===== config.mk =====
export PLATFORM = sky130hd
export DESIGN_NAME = mmio_uart_hub
export DESIGN_NICKNAME = d
export VERILOG_FILES = /design/src/rtl/mmio_uart_hub.sv
export SDC_FILE = /design/constraint.sdc
export NUM_CORES = 1
export LEC_CHECK = 0
export BUFFER_PORTS_ARGS = -buffer_cell sky130_fd_sc_hd__buf_4
export CORE_MARGIN = 2
export CORE_UTILIZATION = 50
export CTS_CLUSTER_DIAMETER = 40
export DETAILED_ROUTE_END_ITERATION = 10
export HOLD_SLACK_MARGIN = 0.02
export PLACE_DENSITY = 0.82
export SLEW_MARGIN = 30
export SYNTH_ARGS = -nofsm -noshare
export SYNTH_HDL_FRONTEND = slang
export SYNTH_SLANG_ARGS = --single-unit

===== constraint.sdc =====
create_clock -name i_clk -period 5.7 [get_ports i_clk]
set_input_delay 0 -clock i_clk [delete_from_list [all_inputs] [get_ports i_clk]]
set_output_delay 0 -clock i_clk [all_outputs]
set_load 0.005 [all_outputs]

===== src/rtl/mmio_uart_hub.sv =====
// mmio_uart_hub: registered MMIO slave fanning out to NUM_CH uartwriter channels.
// Channel c decodes at 0xFF-4c (TX), 0xFE-4c (RX data), 0xFD-4c (RX present), 0xFC-4c (STATUS).
module mmio_uart_hub #(
  parameter int DATA_WIDTH     = 32,
  parameter int NUM_CH         = 4,
  parameter int TX_FIFO_DEPTH  = 4,
  parameter int TIMEOUT_CYCLES = 1024
) (
  input  logic                                i_clk,
  input  logic                                i_rst,
  input  logic [31:0]                         i_mmio_addr,
  input  logic [DATA_WIDTH-1:0]               i_mmio_data,
  input  logic                                i_mmio_wr_valid,
  output logic                                o_mmio_wr_ready,
  output logic [DATA_WIDTH-1:0]               o_mmio_data,
  output logic                                o_mmio_rd_valid,
  input  logic                                i_mmio_rd_ready,
  output logic [NUM_CH*8-1:0]                 o_tx_data,
  output logic [NUM_CH-1:0]                   o_tx_valid,
  input  logic [NUM_CH-1:0]                   i_tx_ready,
  input  logic [NUM_CH*(TX_FIFO_DEPTH+1)-1:0] i_tx_free,
  input  logic [NUM_CH*8-1:0]                 i_rx_data,
  input  logic [NUM_CH-1:0]                   i_rx_valid,
  output logic [NUM_CH-1:0]                   o_rx_ready,
  input  logic [NUM_CH-1:0]                   i_rx_present,
  output logic                                o_irq,
  output logic                                o_timeout
);

  localparam int FW = TX_FIFO_DEPTH + 1;
  localparam int CW = $clog2(TIMEOUT_CYCLES);
  localparam logic [CW-1:0] TO_LAST = CW'(TIMEOUT_CYCLES - 1);

  typedef enum logic [2:0] {IDLE, RD_FAST, WAIT_TX, WAIT_RX, RESP, GAP} state_t;
  typedef enum logic [1:0] {REG_TX, REG_RXD, REG_RXP, REG_STAT} reg_t;

  state_t state, state_nx;

  logic [7:0]  addr_inv;
  logic [5:0]  acc_ch;
  reg_t        acc_reg;
  logic        accept, acc_mapped, acc_tx_wr, acc_rx_rd;

  logic [5:0]            ch_q;
  reg_t                  reg_q;
  logic                  wr_q;
  logic                  mapped_q;
  logic [2:0]            ctrl_q;
  logic [DATA_WIDTH-1:0] resp_q;
  logic [CW-1:0]         to_cnt;
  logic                  to_last, to_fire, timeout_q;
  logic [NUM_CH*8-1:0]   tx_data_q;
  logic [NUM_CH-1:0]     rx_ie, err_ie, sticky_to;

  logic          sel_tx_ready, sel_rx_valid, sel_rx_present;
  logic          sel_rx_ie, sel_err_ie, sel_sticky;
  logic [7:0]    sel_rx_data;
  logic [FW-1:0] sel_tx_free;
  logic [4:0]    status_word;
  logic          bits_unused;

  // Offsets count down from 0xFF, so inverting the low byte yields {channel, register}.
  assign addr_inv   = ~i_mmio_addr[7:0];
  assign acc_ch     = addr_inv[7:2];
  assign acc_reg    = reg_t'(addr_inv[1:0]);
  assign acc_mapped = int'(acc_ch) < NUM_CH;
  assign accept     = i_mmio_wr_valid | i_mmio_rd_ready;
  assign acc_tx_wr  = i_mmio_wr_valid & acc_mapped & (acc_reg == REG_TX);
  assign acc_rx_rd  = ~i_mmio_wr_valid & acc_mapped & (acc_reg == REG_RXD);
  assign mapped_q   = int'(ch_q) < NUM_CH;
  assign bits_unused = ^{i_mmio_addr[31:8], i_mmio_data[DATA_WIDTH-1:8]};

  // NOTE: every always_comb output gets a default before any branch, so no latch is inferred.
  always_comb begin
    sel_tx_ready   = 1'b0;
    sel_rx_valid   = 1'b0;
    sel_rx_present = 1'b0;
    sel_rx_ie      = 1'b0;
    sel_err_ie     = 1'b0;
    sel_sticky     = 1'b0;
    sel_rx_data    = '0;
    sel_tx_free    = '0;
    for (int c = 0; c < NUM_CH; c++) begin
      if (ch_q == 6'(c)) begin
        sel_tx_ready   = i_tx_ready[c];
        sel_rx_valid   = i_rx_valid[c];
        sel_rx_present = i_rx_present[c];
        sel_rx_ie      = rx_ie[c];
        sel_err_ie     = err_ie[c];
        sel_sticky     = sticky_to[c];
        sel_rx_data    = i_rx_data[8*c +: 8];
        sel_tx_free    = i_tx_free[FW*c +: FW];
      end
    end
  end

  assign status_word = {sel_err_ie, sel_rx_ie, sel_sticky, (sel_tx_free == '0), sel_rx_present};
  assign to_last     = (to_cnt == TO_LAST);
  // A handshake on the final wait cycle takes priority over the timeout.
  assign to_fire     = to_last & (((state == WAIT_TX) & ~sel_tx_ready) |
                                  ((state == WAIT_RX) & ~sel_rx_valid));

  always_ff @(posedge i_clk or posedge i_rst) begin
    if (i_rst) state <= IDLE;
    else       state <= state_nx;
  end

  always_comb begin
    state_nx = state;
    case (state)
      IDLE: begin
        if (accept) begin
          if (acc_tx_wr)      state_nx = WAIT_TX;
          else if (acc_rx_rd) state_nx = WAIT_RX;
          else                state_nx = RD_FAST;
        end
      end
      RD_FAST: state_nx = RESP;
      WAIT_TX: if (sel_tx_ready || to_last) state_nx = RESP;
      WAIT_RX: if (sel_rx_valid || to_last) state_nx = RESP;
      RESP:    state_nx = GAP;
      GAP:     state_nx = IDLE;
      default: state_nx = IDLE;
    endcase
  end

  // NOTE: sequential state uses non-blocking assignments so every register samples pre-edge values.
  always_ff @(posedge i_clk or posedge i_rst) begin
    if (i_rst) begin
      ch_q      <= '0;
      reg_q     <= REG_TX;
      wr_q      <= 1'b0;
      ctrl_q    <= '0;
      resp_q    <= '0;
      to_cnt    <= '0;
      timeout_q <= 1'b0;
      tx_data_q <= '0;
      rx_ie     <= '0;
      err_ie    <= '0;
      sticky_to <= '0;
    end else begin
      timeout_q <= 1'b0;
      case (state)
        IDLE: begin
          if (accept) begin
            ch_q   <= acc_ch;
            reg_q  <= acc_reg;
            wr_q   <= i_mmio_wr_valid;
            ctrl_q <= i_mmio_data[4:2];
            resp_q <= '0;
            to_cnt <= '0;
            for (int c = 0; c < NUM_CH; c++) begin
              if (acc_tx_wr && acc_ch == 6'(c)) tx_data_q[8*c +: 8] <= i_mmio_data[7:0];
            end
          end
        end
        RD_FAST: begin
          if (!wr_q && mapped_q) begin
            case (reg_q)
              REG_TX:   resp_q <= DATA_WIDTH'(sel_tx_free);
              REG_RXP:  resp_q <= DATA_WIDTH'(sel_rx_present);
              REG_STAT: resp_q <= DATA_WIDTH'(status_word);
              default:  resp_q <= '0;
            endcase
          end else if (wr_q && mapped_q && reg_q == REG_STAT) begin
            for (int c = 0; c < NUM_CH; c++) begin
              if (ch_q == 6'(c)) begin
                rx_ie[c]  <= ctrl_q[1];
                err_ie[c] <= ctrl_q[2];
                if (ctrl_q[0]) sticky_to[c] <= 1'b0;
              end
            end
          end
        end
        WAIT_TX, WAIT_RX: begin
          if (state == WAIT_RX && sel_rx_valid) begin
            resp_q <= DATA_WIDTH'(sel_rx_data);
          end else if (to_fire) begin
            timeout_q <= 1'b1;
            if (state == WAIT_RX) resp_q <= DATA_WIDTH'(9'h100);
            for (int c = 0; c < NUM_CH; c++) begin
              if (ch_q == 6'(c)) sticky_to[c] <= 1'b1;
            end
          end else if (!(state == WAIT_TX && sel_tx_ready)) begin
            to_cnt <= to_cnt + 1'b1;
          end
        end
        default: ;
      endcase
    end
  end

  // Strobes decode straight from the state register so an async reset drops them at once.
  always_comb begin
    o_tx_valid = '0;
    o_rx_ready = '0;
    for (int c = 0; c < NUM_CH; c++) begin
      o_tx_valid[c] = (state == WAIT_TX) && (ch_q == 6'(c));
      o_rx_ready[c] = (state == WAIT_RX) && (ch_q == 6'(c));
    end
  end

  assign o_mmio_wr_ready = (state == RESP) & wr_q;
  assign o_mmio_rd_valid = (state == RESP) & ~wr_q;
  assign o_mmio_data     = o_mmio_rd_valid ? resp_q : '0;
  assign o_tx_data       = tx_data_q;
  assign o_timeout       = timeout_q;
  assign o_irq           = |((rx_ie & i_rx_present) | (err_ie & sticky_to));

endmodule


==> key figures, run 1 <==
Global routing
  • Largest net degree at the start of global routing: 80
  • M3 GR Usage: 4.993%
  • Gr usage total: between 20% and 30%
  • Most Crowded Layer GR: met2
  • Gr ovfl total: 0
  • First-pass GRT wire length: 19380 µm
  • Vias in the first global route: approximately 4k
  • Initial antenna violation count: 0
  • Routing usage on met1: 31.22%
  • Met2 Track Usage GR: between 40% and 50%

Power and ir drop
  • VDD IR max: ~0.00016 V
  • Power density over cell area: about 310 nW/µm²
  • Lkg Pwr: just under 0.003 µW

Timing
  • Worst Skew: roughly 11 ps
  • Max Fclk: between 300 and 400 MHz
  • Rel. slew slack: 44.62%
  • RSZ-0062 raised after global routing: false
  • Final setup viols: 0
  • Slew Limit Fails: 0
  • Final Hold Vio Count: 0
  • Slew @ Worst Pin: just over 800 ps
  • Final period util: a little over half
  • Setup TNS Final: 0 ps
  • Tmin final: between 3000 and 4000 ps

Route
  • Vias per inst: between 5 and 6
  • Post-route DRC: 0
  • DRT antenna net count: 0
  • Drt pass-1 iters: 5
  • First DRT Iteration DRCs: 250
  • Routed len/inst: 17.08 µm
  • Final WL: 11890 µm
  • Via count: between 3k and 4k

Synth
  • Most used DFF post-synth: dfrtp_1
  • Synth Area per Inst: about 11 µm²
  • Dominant cell type by area after synthesis: dfrtp_1
  • Synthesized flop and latch total: 79
  • Seq/Total Area, Yosys: roughly 42%
  • Most frequent cells after synthesis: dfrtp_1, nand2_1, nor2_1, o21ai_0, mux2_2
  • Synthesized cell area: between 4000 and 5000 µm²
  • Top cells by area, synth: dfrtp_1, mux2_2, mux4_2, mux2_1, buf_4
  • Top-count cell post-synth: dfrtp_1
  • Share of the synthesized area in the top cell type: 42.48%
  • Mapped Cells: 436
  • Yosys cell types: 57
  • EDFF count, synth: 0
  • Synth warn: 0
  • Ys async rst share: 100.0%

Placed design
  • Port bufs: 136
  • Dpl cells: about 660
  • Placed Area: roughly 5600 µm²
  • Detail Placement HPWL: 8623 µm
  • Gpl congestion: 0.8671

Layout
  • Final instance area: roughly 6000 µm²
  • Fin nets: 713
  • Final non-filler cell total: 696
  • Layout fillers: about 700
  • Share of layout cells above drive strength 1: 36.58%
  • Area Growth Syn to Fin: 29.36%
  • Register area: 1981 µm²
  • Multi-input gate area: 2427 µm²
  • Ant. Diodes: 0

Clock tree
  • CTS sink count: roughly 80
  • CTS clock-pin slew for the worst setup and hold paths: 90 ps
  • CTS Hold Bufs: 19
  • Post-cts sizing count: 0
  • CTS tree: yes
  • Cts bufs inserted: 9
  • CTS Buffer Depth: 2
  • Skew-Pair Late Insertion Delay: approximately 360 ps
  • # H-tree levels: 3
  • Setup bufs post-CTS: 0
  • CTS root buf: clkbuf_8

Die
  • Row Count: 35
  • Die Y-Extent: about 100 µm
  • Core area: approximately 9000 µm²
  • # IOs: roughly 210
  • Die width: 100.5 µm
  • Initial Utilization: 50.84%
  • DIE AREA: 10090 µm²

Worst setup path
  • CP Max Fanout: 24
  • Worst path max stage delay: 740 ps
  • Critical Path RT: 5950 ps
  • Critical path endpoint category: register
  • CP cell instances: mux4_2 > mux2_2 > a211oi_4 > nor2_1 > mux2_1
  • Startpoint types: register
  • Crit path DAT: roughly 3300 ps
  • Crit Path Class: reg2reg
  • CP max stage cell: dfrtp_1

Run status
  • Status: complete, no violations

Job
  • Max-cap violation count: 0

Min path
  • HP Class: in2reg
==> registers in the layout (all words and copies together), names as in the netlist <==
name,count
ch_q,6
ctrl_q,3
err_ie,4
o_timeout,1
o_tx_data,32
reg_q,2
resp_q,9
rx_ie,4
state,3
sticky_to,4
to_cnt,10
wr_q,1
==> critical path: cells and delay by family (launching register included) <==
| family | cells | cell delay, ps |
|---|---|---|
| muxes | 3 | 1230 |
| DFF | 1 | 740 |
| AOI/OAI and AO/OA | 1 | 740 |
| and+or+nand+nor | 1 | 220 |
==> final cells by class <==
cell class / instances / area share, %
clock inverter: 7 / 1.413
sequential: 79 / 32.90
clock buffer: 9 / 2.058
multi-input combinational: 326 / 40.32
inverter: 5 / 0.3118
timing repair buffer: 159 / 20.68
tap: 111 / 2.307
==> report_power, final <==
part,switching [µW],internal (µW)
clock network,233,213
logic,338,299
registers,176,623
==> cells by family (layout without fill, tap and decap cells) <==
family                     count (synthesis)  count (layout)  synth area share, %
and+or+nand+nor                          133             133                16.38
AOI/OAI and AO/OA                        104             104                15.35
DFF                                       79              79                42.48
muxes                                     63              63                17.93
buffers and inverters                     53             180                7.126
xor gates and xnor gates                   2               2               0.3765
adders and majority gates                  1               1               0.2688
other                                      1              23              0.08059
==> path summary, 6_finish.rpt <==
kind	startpoint	to	slack, ps	cells past startpoint
worst max-delay path	ch_q[1]	to_cnt[0]	2650	5
worst min-delay path	i_rx_data[5]	resp_q[5]	110	5
worst max register to register	ch_q[1]	to_cnt[0]	2650	5
worst min register to register	resp_q[7]	resp_q[7]	490	1
max in group asynchronous	i_rst	ch_q[0]	4780	4
min in group asynchronous	i_rst	o_tx_data[6]	360	4
==> placed cells by master (no fill, tap or decap), types with 7 or more instances in the layout <==
cell type and n:
o21ai_0 27, conb_1 23, nor2b_1 8, nand3_1 12, clkbuf_8 9, or3_1 9
mux2_2 26, dfrtp_1 78, buf_4 139, a21oi_1 25, mux4_2 10, o211ai_1 10
nand2_1 29, and2_1 11, nor2_1 28, mux2_1 17, dlygate4sd3_1 19, and3_1 7
==> metal layers <==
layer	vias up	routed length, µm	part of all wire, %
li1	1854	-	-
met3	22	966	8.1
met1	1930	4935	42
met4	0	219	1.8
met5	-	0	0
met2	192	5768	49
==> through the flow <==
stage | worst slack, ps | hold WS, ps | util, % | power [µW]
2_1_floorplan | 3544 | 105.4 | - | 1261
3_3_place_gp | 2718 | 205.5 | 61.26 | 1403
3_5_place_dp | 2675 | 207.8 | 61.34 | 1430
4_1_cts | 2655 | 112.1 | 65.70 | 1884
5_1_grt | 2364 | 162.2 | 65.77 | 1993
6_report | 2654 | 112.3 | 65.77 | 1882
No activity file was read; power rests on OpenSTA's default activity.
==> inputs of run 2 (changes only) <==
--- a/config.mk
+++ b/config.mk
@@ -5,13 +5,14 @@
 export SDC_FILE = /design/constraint.sdc
 export NUM_CORES = 1
 export LEC_CHECK = 0
+export ABC_AREA = 1
 export BUFFER_PORTS_ARGS = -buffer_cell sky130_fd_sc_hd__buf_4
 export CORE_MARGIN = 2
-export CORE_UTILIZATION = 50
+export CORE_UTILIZATION = 43
 export CTS_CLUSTER_DIAMETER = 40
 export DETAILED_ROUTE_END_ITERATION = 10
 export HOLD_SLACK_MARGIN = 0.02
-export PLACE_DENSITY = 0.82
+export PLACE_DENSITY = 0.75
 export SLEW_MARGIN = 30
 export SYNTH_ARGS = -nofsm -noshare
 export SYNTH_HDL_FRONTEND = slang
==> constraint.sdc (replaced) <==
create_clock -name i_clk -period 2.5 [get_ports i_clk]
set_input_delay 0 -clock i_clk [delete_from_list [all_inputs] [get_ports i_clk]]
set_output_delay 0 -clock i_clk [all_outputs]
set_load 0.005 [all_outputs]
==> run 2 against run 1 <==
  * Sequential share of layout area decreased by 0.43 points
  * Hold slack got worse by 79 ps
  * First-iteration DRC count grew 21%
==> key figures, run 2 <==
Run status
  • Status: complete, no violations

Synth
  • Most used DFF post-synth: dfrtp_1
  • Dominant cell type by area after synthesis: dfrtp_1
  • Seq/Total Area, Yosys: 43.68% (+1.2 points)
  • Most frequent cells after synthesis: nand2_1, dfrtp_1, o21ai_0, nor2_1, inv_1
  • Top cells by area, synth: dfrtp_1, nand2_1, o21ai_0, nor2_1, buf_4
  • Mapped Cells: 605 (+39%)
  • Synthesized flop and latch total: 79 (unchanged)
  • Top-count cell post-synth: nand2_1
  • Share of the synthesized area in the top cell type: 43.68% (+1.2 points)
  • Ys async rst share: 100.0% (unchanged)
  • Yosys cell types: 41 (-28%)
  • Synth Area per Inst: 7.480 µm² (-30%)
  • Synthesized cell area: 4526 µm² (-2.7%)
  • EDFF count, synth: 0 (unchanged)
  • Synth warn: 0 (unchanged)

Die
  • # IOs: 208 (unchanged)
  • DIE AREA: 11360 µm² (+13%)
  • Initial Utilization: 44.03% (-6.8 points)
  • Die width: 106.6 µm (+6.1%)
  • Die Y-Extent: 106.6 µm (+6.1%)
  • Core area: 10280 µm² (+12%)
  • Row Count: 37 (+5.7%)

Route
  • DRT antenna net count: 0 (unchanged)
  • Post-route DRC: 0 (unchanged)
  • Vias per inst: 4.961 (-14%)
  • Drt pass-1 iters: 4 (-1)
  • Final WL: 12820 µm (+7.8%)
  • Via count: 4534 (+13%)
  • First DRT Iteration DRCs: 302 (+21%)
  • Routed len/inst: 14.02 µm (-18%)

Global routing
  • First-pass GRT wire length: 20240 µm (+4.4%)
  • Gr ovfl total: 0 (unchanged)
  • Initial antenna violation count: 0 (unchanged)
  • Gr usage total: 22.43% (-1.7 points)
  • Largest net degree at the start of global routing: 55 (-31%)
  • Vias in the first global route: 4225 (+5.9%)

Layout
  • Fin nets: 906 (+27%)
  • Final Util: 59.24% (-6.5 points)
  • Most common cell after layout, fill and taps aside: nand2_1
  • Most frequent cells in the layout: nand2_1, buf_4, dfrtp_1
  • Area Growth Syn to Fin: 34.53%
  • Ant. Diodes: 0 (unchanged)
  • Number of flip-flops in the largest register: 32 (unchanged)
  • Share of layout cells above drive strength 1: 25.71% (-11 points)

Placed design
  • Gpl congestion: 0.9045 (+4.3%)
  • Port bufs: 136 (unchanged)
  • Detail Placement HPWL: 9709 µm (+13%)
  • Pre-CTS setup slack: 376.2 ps (-2299 ps)

Min path
  • HP Class: in2reg

Power and ir drop
  • Sequential power share: 36.8% (-5.7 points)
  • VDD IR max: 0.0003157 V (+100%)
  • Pint: 2437 µW (+110%)
  • Comb power frac: 42.6% (+8.7 points)
  • Net Switching: 1858 µW (+150%)
  • Lkg Pwr: 0.003048 µW (+4.2%)
  • Power density over cell area: 705.4 nW/µm² (+130%)
  • Switch share: 43.25% (+3.5 points)
  • Clock network fraction of design power: 20.5% (-3.2 points)

Worst setup path
  • Crit path DAT: 2490 ps (-800 ps)
  • Critical Path RT: 2800 ps (-3150 ps)
  • Startpoint types: register
  • Crit Path Class: reg2reg
  • Critical path endpoint category: register
  • CP Max Fanout: 13 (-46%)

Clock tree
  • Setup bufs post-CTS: 0 (unchanged)
  • CTS clock-pin slew for the worst setup and hold paths: 90 ps (about the same)
  • Cts bufs inserted: 9 (unchanged)
  • # H-tree levels: 3 (unchanged)
  • CTS sink count: 79 (unchanged)
  • Skew-Pair Late Insertion Delay: 360 ps (about the same)
  • CTS tree: yes
  • CTS Buffer Depth: 2 (unchanged)
  • CTS root buf: clkbuf_8

Timing
  • Setup TNS Final: 0 ps (unchanged)
  • Tmin final: 2193 ps (-852.8 ps)
  • Slew @ Worst Pin: 543.3 ps (-284.8 ps)
  • Final setup viols: 0 (unchanged)
  • Rel. slew slack: 63.73% (+19 points)
  • Max Fclk: 456.0 MHz (+39%)
  • Slew Limit Fails: 0 (unchanged)
  • Final period util: 87.72% (+34 points)
  • RSZ-0062 raised after global routing: false
  • Final Hold Vio Count: 0 (unchanged)
  • Worst Skew: 13.87 ps (+2.706 ps)
  • Worst setup margin: 307.0 ps (-2347 ps)

Job
  • Max-cap violation count: 0 (unchanged)
-- run 2: cell families after synthesis --
group / Yosys count / synth area share, %
fa+ha+maj: 1 / 0.2764
xor+xnor: 6 / 1.161
buf+inv: 96 / 10.62
simple gates: 322 / 31.68
other cells: 1 / 0.08286
flops: 79 / 43.68
compound gates: 100 / 12.50
-- run 2: area by class of cell --
type | instances | area [µm²]
fillers | 900 | 4189
multi-input cells | 452 | 2151
flip-flops and latches | 79 | 1977
repair buffers | 173 | 1384
inverters | 58 | 225.2
well taps | 136 | 170.2
clock buffers | 9 | 123.9
clock inverters | 7 | 57.56
-- run 2: final timing paths --
kind	start	to	slack [ps]	cells past startpoint
worst max-delay path	ch_q[2]	resp_q[3]	310	12
worst min-delay path	i_rx_data[25]	resp_q[1]	30	5
worst min register to register	o_tx_data[20]	o_tx_data[20]	490	2
max in group asynchronous	i_rst	rx_ie[1]	1590	4
min in group asynchronous	i_rst	o_tx_data[24]	240	3
worst max register to register	ch_q[2]	resp_q[3]	310	12
-- run 2: layer usage --
metal	routed length (µm)	share of wire [%]	vias to the layer above	GRT usage (%)
met5	0	0	-	0
met4	225	1.8	0	7.699
met3	1089	8.5	17	6.444
met2	6053	47	164	37.08
met1	5448	43	2094	28.19
li1	-	-	2259	-
-- run 2: power groups by stage --
stage	combinational (µW)	sequential [µW]	clock [µW]
final	1830	1580	882
after CTS	1830	1580	905
after global routing	2050	1600	970
after global placement	1740	1590	0
after floorplan	1300	1570	0
after detailed placement	1790	1600	0
-- run 2: worst max-delay path: stages, from the launching register on --
cell and delay, ps:
dfrtp_1 400, nor2_2 160, buf_4 220, nand3_4 90, inv_2 210, nand2_1 100, o21ai_2 90, nor2_2 90
nor2_4 170, inv_1 120, o21ai_0 320, nand2_1 100, nand2_1 70
-- run 2: stage by stage --
| step | hold WS, ps | cell area, µm² | instances | total power, µW |
|---|---|---|---|---|
| global placement | 79.53 | 5667 | 874 | 3337 |
| global route | 61.79 | 6088 | 914 | 4616 |
| detailed placement | 89.91 | 5667 | 874 | 3397 |
| floorplan | 111.7 | 4608 | 627 | 2872 |
| finish | 33.15 | 6088 | 914 | 4295 |
| CTS | 27.47 | 6088 | 914 | 4311 |
-- run 2: repair_timing --
item | CTS | global route
endpoints found under the hold margin | 74 | 0
gates resized for setup | 0 | 0
hold buffers | 24 | 0
==> inputs of run 3 (changes only) <==
--- a/config.mk
+++ b/config.mk
@@ -8,11 +8,11 @@
 export ABC_AREA = 1
 export BUFFER_PORTS_ARGS = -buffer_cell sky130_fd_sc_hd__buf_4
 export CORE_MARGIN = 2
-export CORE_UTILIZATION = 43
+export CORE_UTILIZATION = 35
 export CTS_CLUSTER_DIAMETER = 40
 export DETAILED_ROUTE_END_ITERATION = 10
 export HOLD_SLACK_MARGIN = 0.02
-export PLACE_DENSITY = 0.75
+export PLACE_DENSITY = 0.63
 export SLEW_MARGIN = 30
 export SYNTH_ARGS = -nofsm -noshare
 export SYNTH_HDL_FRONTEND = slang
==> run 3 against run 2 <==
  * Critical path depth shrank 4
  * Count of clock-buffer cells in the layout is the same
  * Via count shrank 1.7%
  * Non-clock buffer count shrank 11
  * Clock power grew 43%
  * First-iteration DRC count shrank 31%
==> key figures, run 3 (synthesis results as in run 2) <==
Die
  • Initial Utilization: 35.86% (-8.2 points)
  • Row Count: 41 (+11%)
  • # IOs: 208 (unchanged)
  • Die Y-Extent: 117.7 µm (+10%)
  • Core area: 12620 µm² (+23%)
  • DIE AREA: 13860 µm² (+22%)
  • Die width: 117.7 µm (+10%)

Worst setup path
  • CP Launch Point: state[1]
  • Critical path endpoint category: output port
  • Critical Path RT: 2500 ps (-300 ps)
  • R2r worst-path depth: 10 (-2)
  • CP Max Fanout: 9 (-4)
  • FF-to-FF End: to_cnt[3]
  • Crit Path Class: reg2out
  • Worst r2r src: to_cnt[0]
  • Crit path DAT: 2120 ps (-370 ps)
  • Crit path to: o_mmio_data[3]
  • R2r setup slk: 390 ps (+80 ps)
  • Startpoint types: register

Route
  • DRT antenna net count: 0 (unchanged)
  • Drt pass-1 iters: 5 (+1)
  • Via count: 4457 (-1.7%)
  • Met2 WL: 6168 µm (+1.9%)
  • Routed len/inst: 13.65 µm (-2.7%)
  • Post-route DRC: 0 (unchanged)
  • Met3 wire length: 1117 µm (+2.6%)
  • Final WL: 12810 µm (about the same)
  • First DRT Iteration DRCs: 209 (-31%)
  • DRT met1 WL: 5345 µm (-1.9%)
  • Vias per inst: 4.747 (-4.3%)
  • Top Metal Used: met4

Timing
  • Final period util: 84.65% (-3.1 points)
  • Setup TNS Final: 0 ps (unchanged)
  • Final setup viols: 0 (unchanged)
  • Tmin final: 2116 ps (-76.64 ps)
  • Slew @ Worst Pin: 623.9 ps (+80.59 ps)
  • Max Fclk: 472.5 MHz (+3.6%)
  • Worst hold slack: 11.14 ps (-22.01 ps)
  • Worst Skew: 7.990 ps (-5.885 ps)
  • Final Hold Vio Count: 0 (unchanged)
  • Rel. slew slack: 58.35% (-5.4 points)
  • RSZ-0062 raised after global routing: false
  • Slew Limit Fails: 0 (unchanged)

Global routing
  • Gr usage total: 18.54% (-3.9 points)
  • Largest net degree at the start of global routing: 52 (-5.5%)
  • Gr ovfl total: 0 (unchanged)
  • Initial antenna violation count: 0 (unchanged)
  • First-pass GRT wire length: 21160 µm (+4.6%)
  • Vias in the first global route: 4371 (+3.5%)

Clock tree
  • CTS tree: yes
  • CTS Buffer Depth: 2 (unchanged)
  • Skew-Pair Late Insertion Delay: 340 ps (-20 ps)
  • Setup bufs post-CTS: 0 (unchanged)
  • CTS root buf: clkbuf_16
  • # H-tree levels: 3 (unchanged)
  • CTS sink count: 79 (unchanged)
  • Cts bufs inserted: 9 (unchanged)
  • CTS clock-pin slew for the worst setup and hold paths: 70 ps (-20 ps)

Layout
  • Fin nets: 895 (-1.2%)
  • Layout fillers: 1278 (+42%)
  • Ant. Diodes: 0 (unchanged)
  • Area Growth Syn to Fin: 35.36%
  • Share of layout cells above drive strength 1: 25.55% (-0.15 points)
  • Final instance area: 6126 µm² (+0.62%)
  • Number of flip-flops in the largest register: 32 (unchanged)
  • Most frequent cells in the layout: nand2_1, buf_4, dfrtp_1
  • Most common cell after layout, fill and taps aside: nand2_1

Placed design
  • Port bufs: 136 (unchanged)
  • Gpl congestion: 0.9141 (+1.1%)
  • Placed Area: 5669 µm² (about the same)
  • Detail Placement HPWL: 10020 µm (+3.2%)

Job
  • Max-cap violation count: 0 (unchanged)

Min path
  • WHS Path Cells: 3 (-2)
  • HP Class: in2reg
  • Min-Delay Startpoint: i_mmio_data[2]

Power and ir drop
  • Comb power frac: 38.5% (-4.1 points)
  • Clock network fraction of design power: 27.2% (+6.7 points)
  • Net Switching: 1885 µW (+1.5%)
  • Lkg Pwr: 0.003050 µW (about the same)
  • Switch share: 40.85% (-2.4 points)
  • Pint: 2729 µW (+12%)
  • VDD IR max: 0.0004674 V (+48%)
  • Power density over cell area: 753.2 nW/µm² (+6.8%)
  • Sequential power share: 34.3% (-2.5 points)

Run status
  • Status: complete, no violations
[run 3: power by group through the flow]
stage                     combinational [µW]  clock (µW)  sequential (µW)
after global placement                  1730           0             1600
final                                   1780        1260             1580
after CTS                               1790        1290             1580
after detailed placement                1760           0             1610
after global routing                    2010        1340             1610
after floorplan                         1300           0             1570
[run 3: final cells by class]
type / instances / area (µm²) / share of cell area, %
well taps: 172 / 215.2 / 3.513
repair buffers: 162 / 1271 / 20.75
clock inverters: 7 / 61.31 / 1.001
multi-input cells: 452 / 2151 / 35.11
inverters: 58 / 225.2 / 3.676
clock buffers: 9 / 225.2 / 3.676
flip-flops and latches: 79 / 1977 / 32.27
[run 3: critical path, stage by stage (launching register included)]
cell	delay, ps
dfrtp_1	410
nor2_1	260
inv_1	100
nor2_1	90
inv_1	70
nor2_1	220
clkinv_1	300
nor2_1	200
buf_4	130
[run 3: how the worst min path moves through the flow]
stage | end | slack, ps
3_5_place_dp | o_tx_data[25] | 120
2_1_floorplan | ch_q[1] | 110
6_report | o_tx_data[2] | 10
5_1_grt | ch_q[0] | 40
3_3_place_gp | o_tx_data[25] | 110
4_1_cts | o_tx_data[20] | 20
[run 3: through the flow]
stage	setup WS, ps	power [µW]	util, %	std cells
3_5_place_dp	386.3	3365	44.92	906
6_report	383.7	4614	48.54	939
5_1_grt	154.7	4954	48.54	939
4_1_cts	351.8	4659	48.54	939
3_3_place_gp	444.4	3329	44.92	906
2_1_floorplan	476.6	2872	-	627
[run 3: what timing repair did]
| item | in CTS | in global routing |
|---|---|---|
| resized for setup | 0 | 0 |
| hold endpoints to repair | 62 | 0 |
| endpoints found under the setup margin | 0 | 0 |
| hold buffers | 17 | 0 |
[run 3: layer usage]
metal,vias up,track usage (%)
li1,2238,-
met1,2036,22.96
met2,167,31.18
met3,16,6.056
met4,0,4.744
met5,-,0
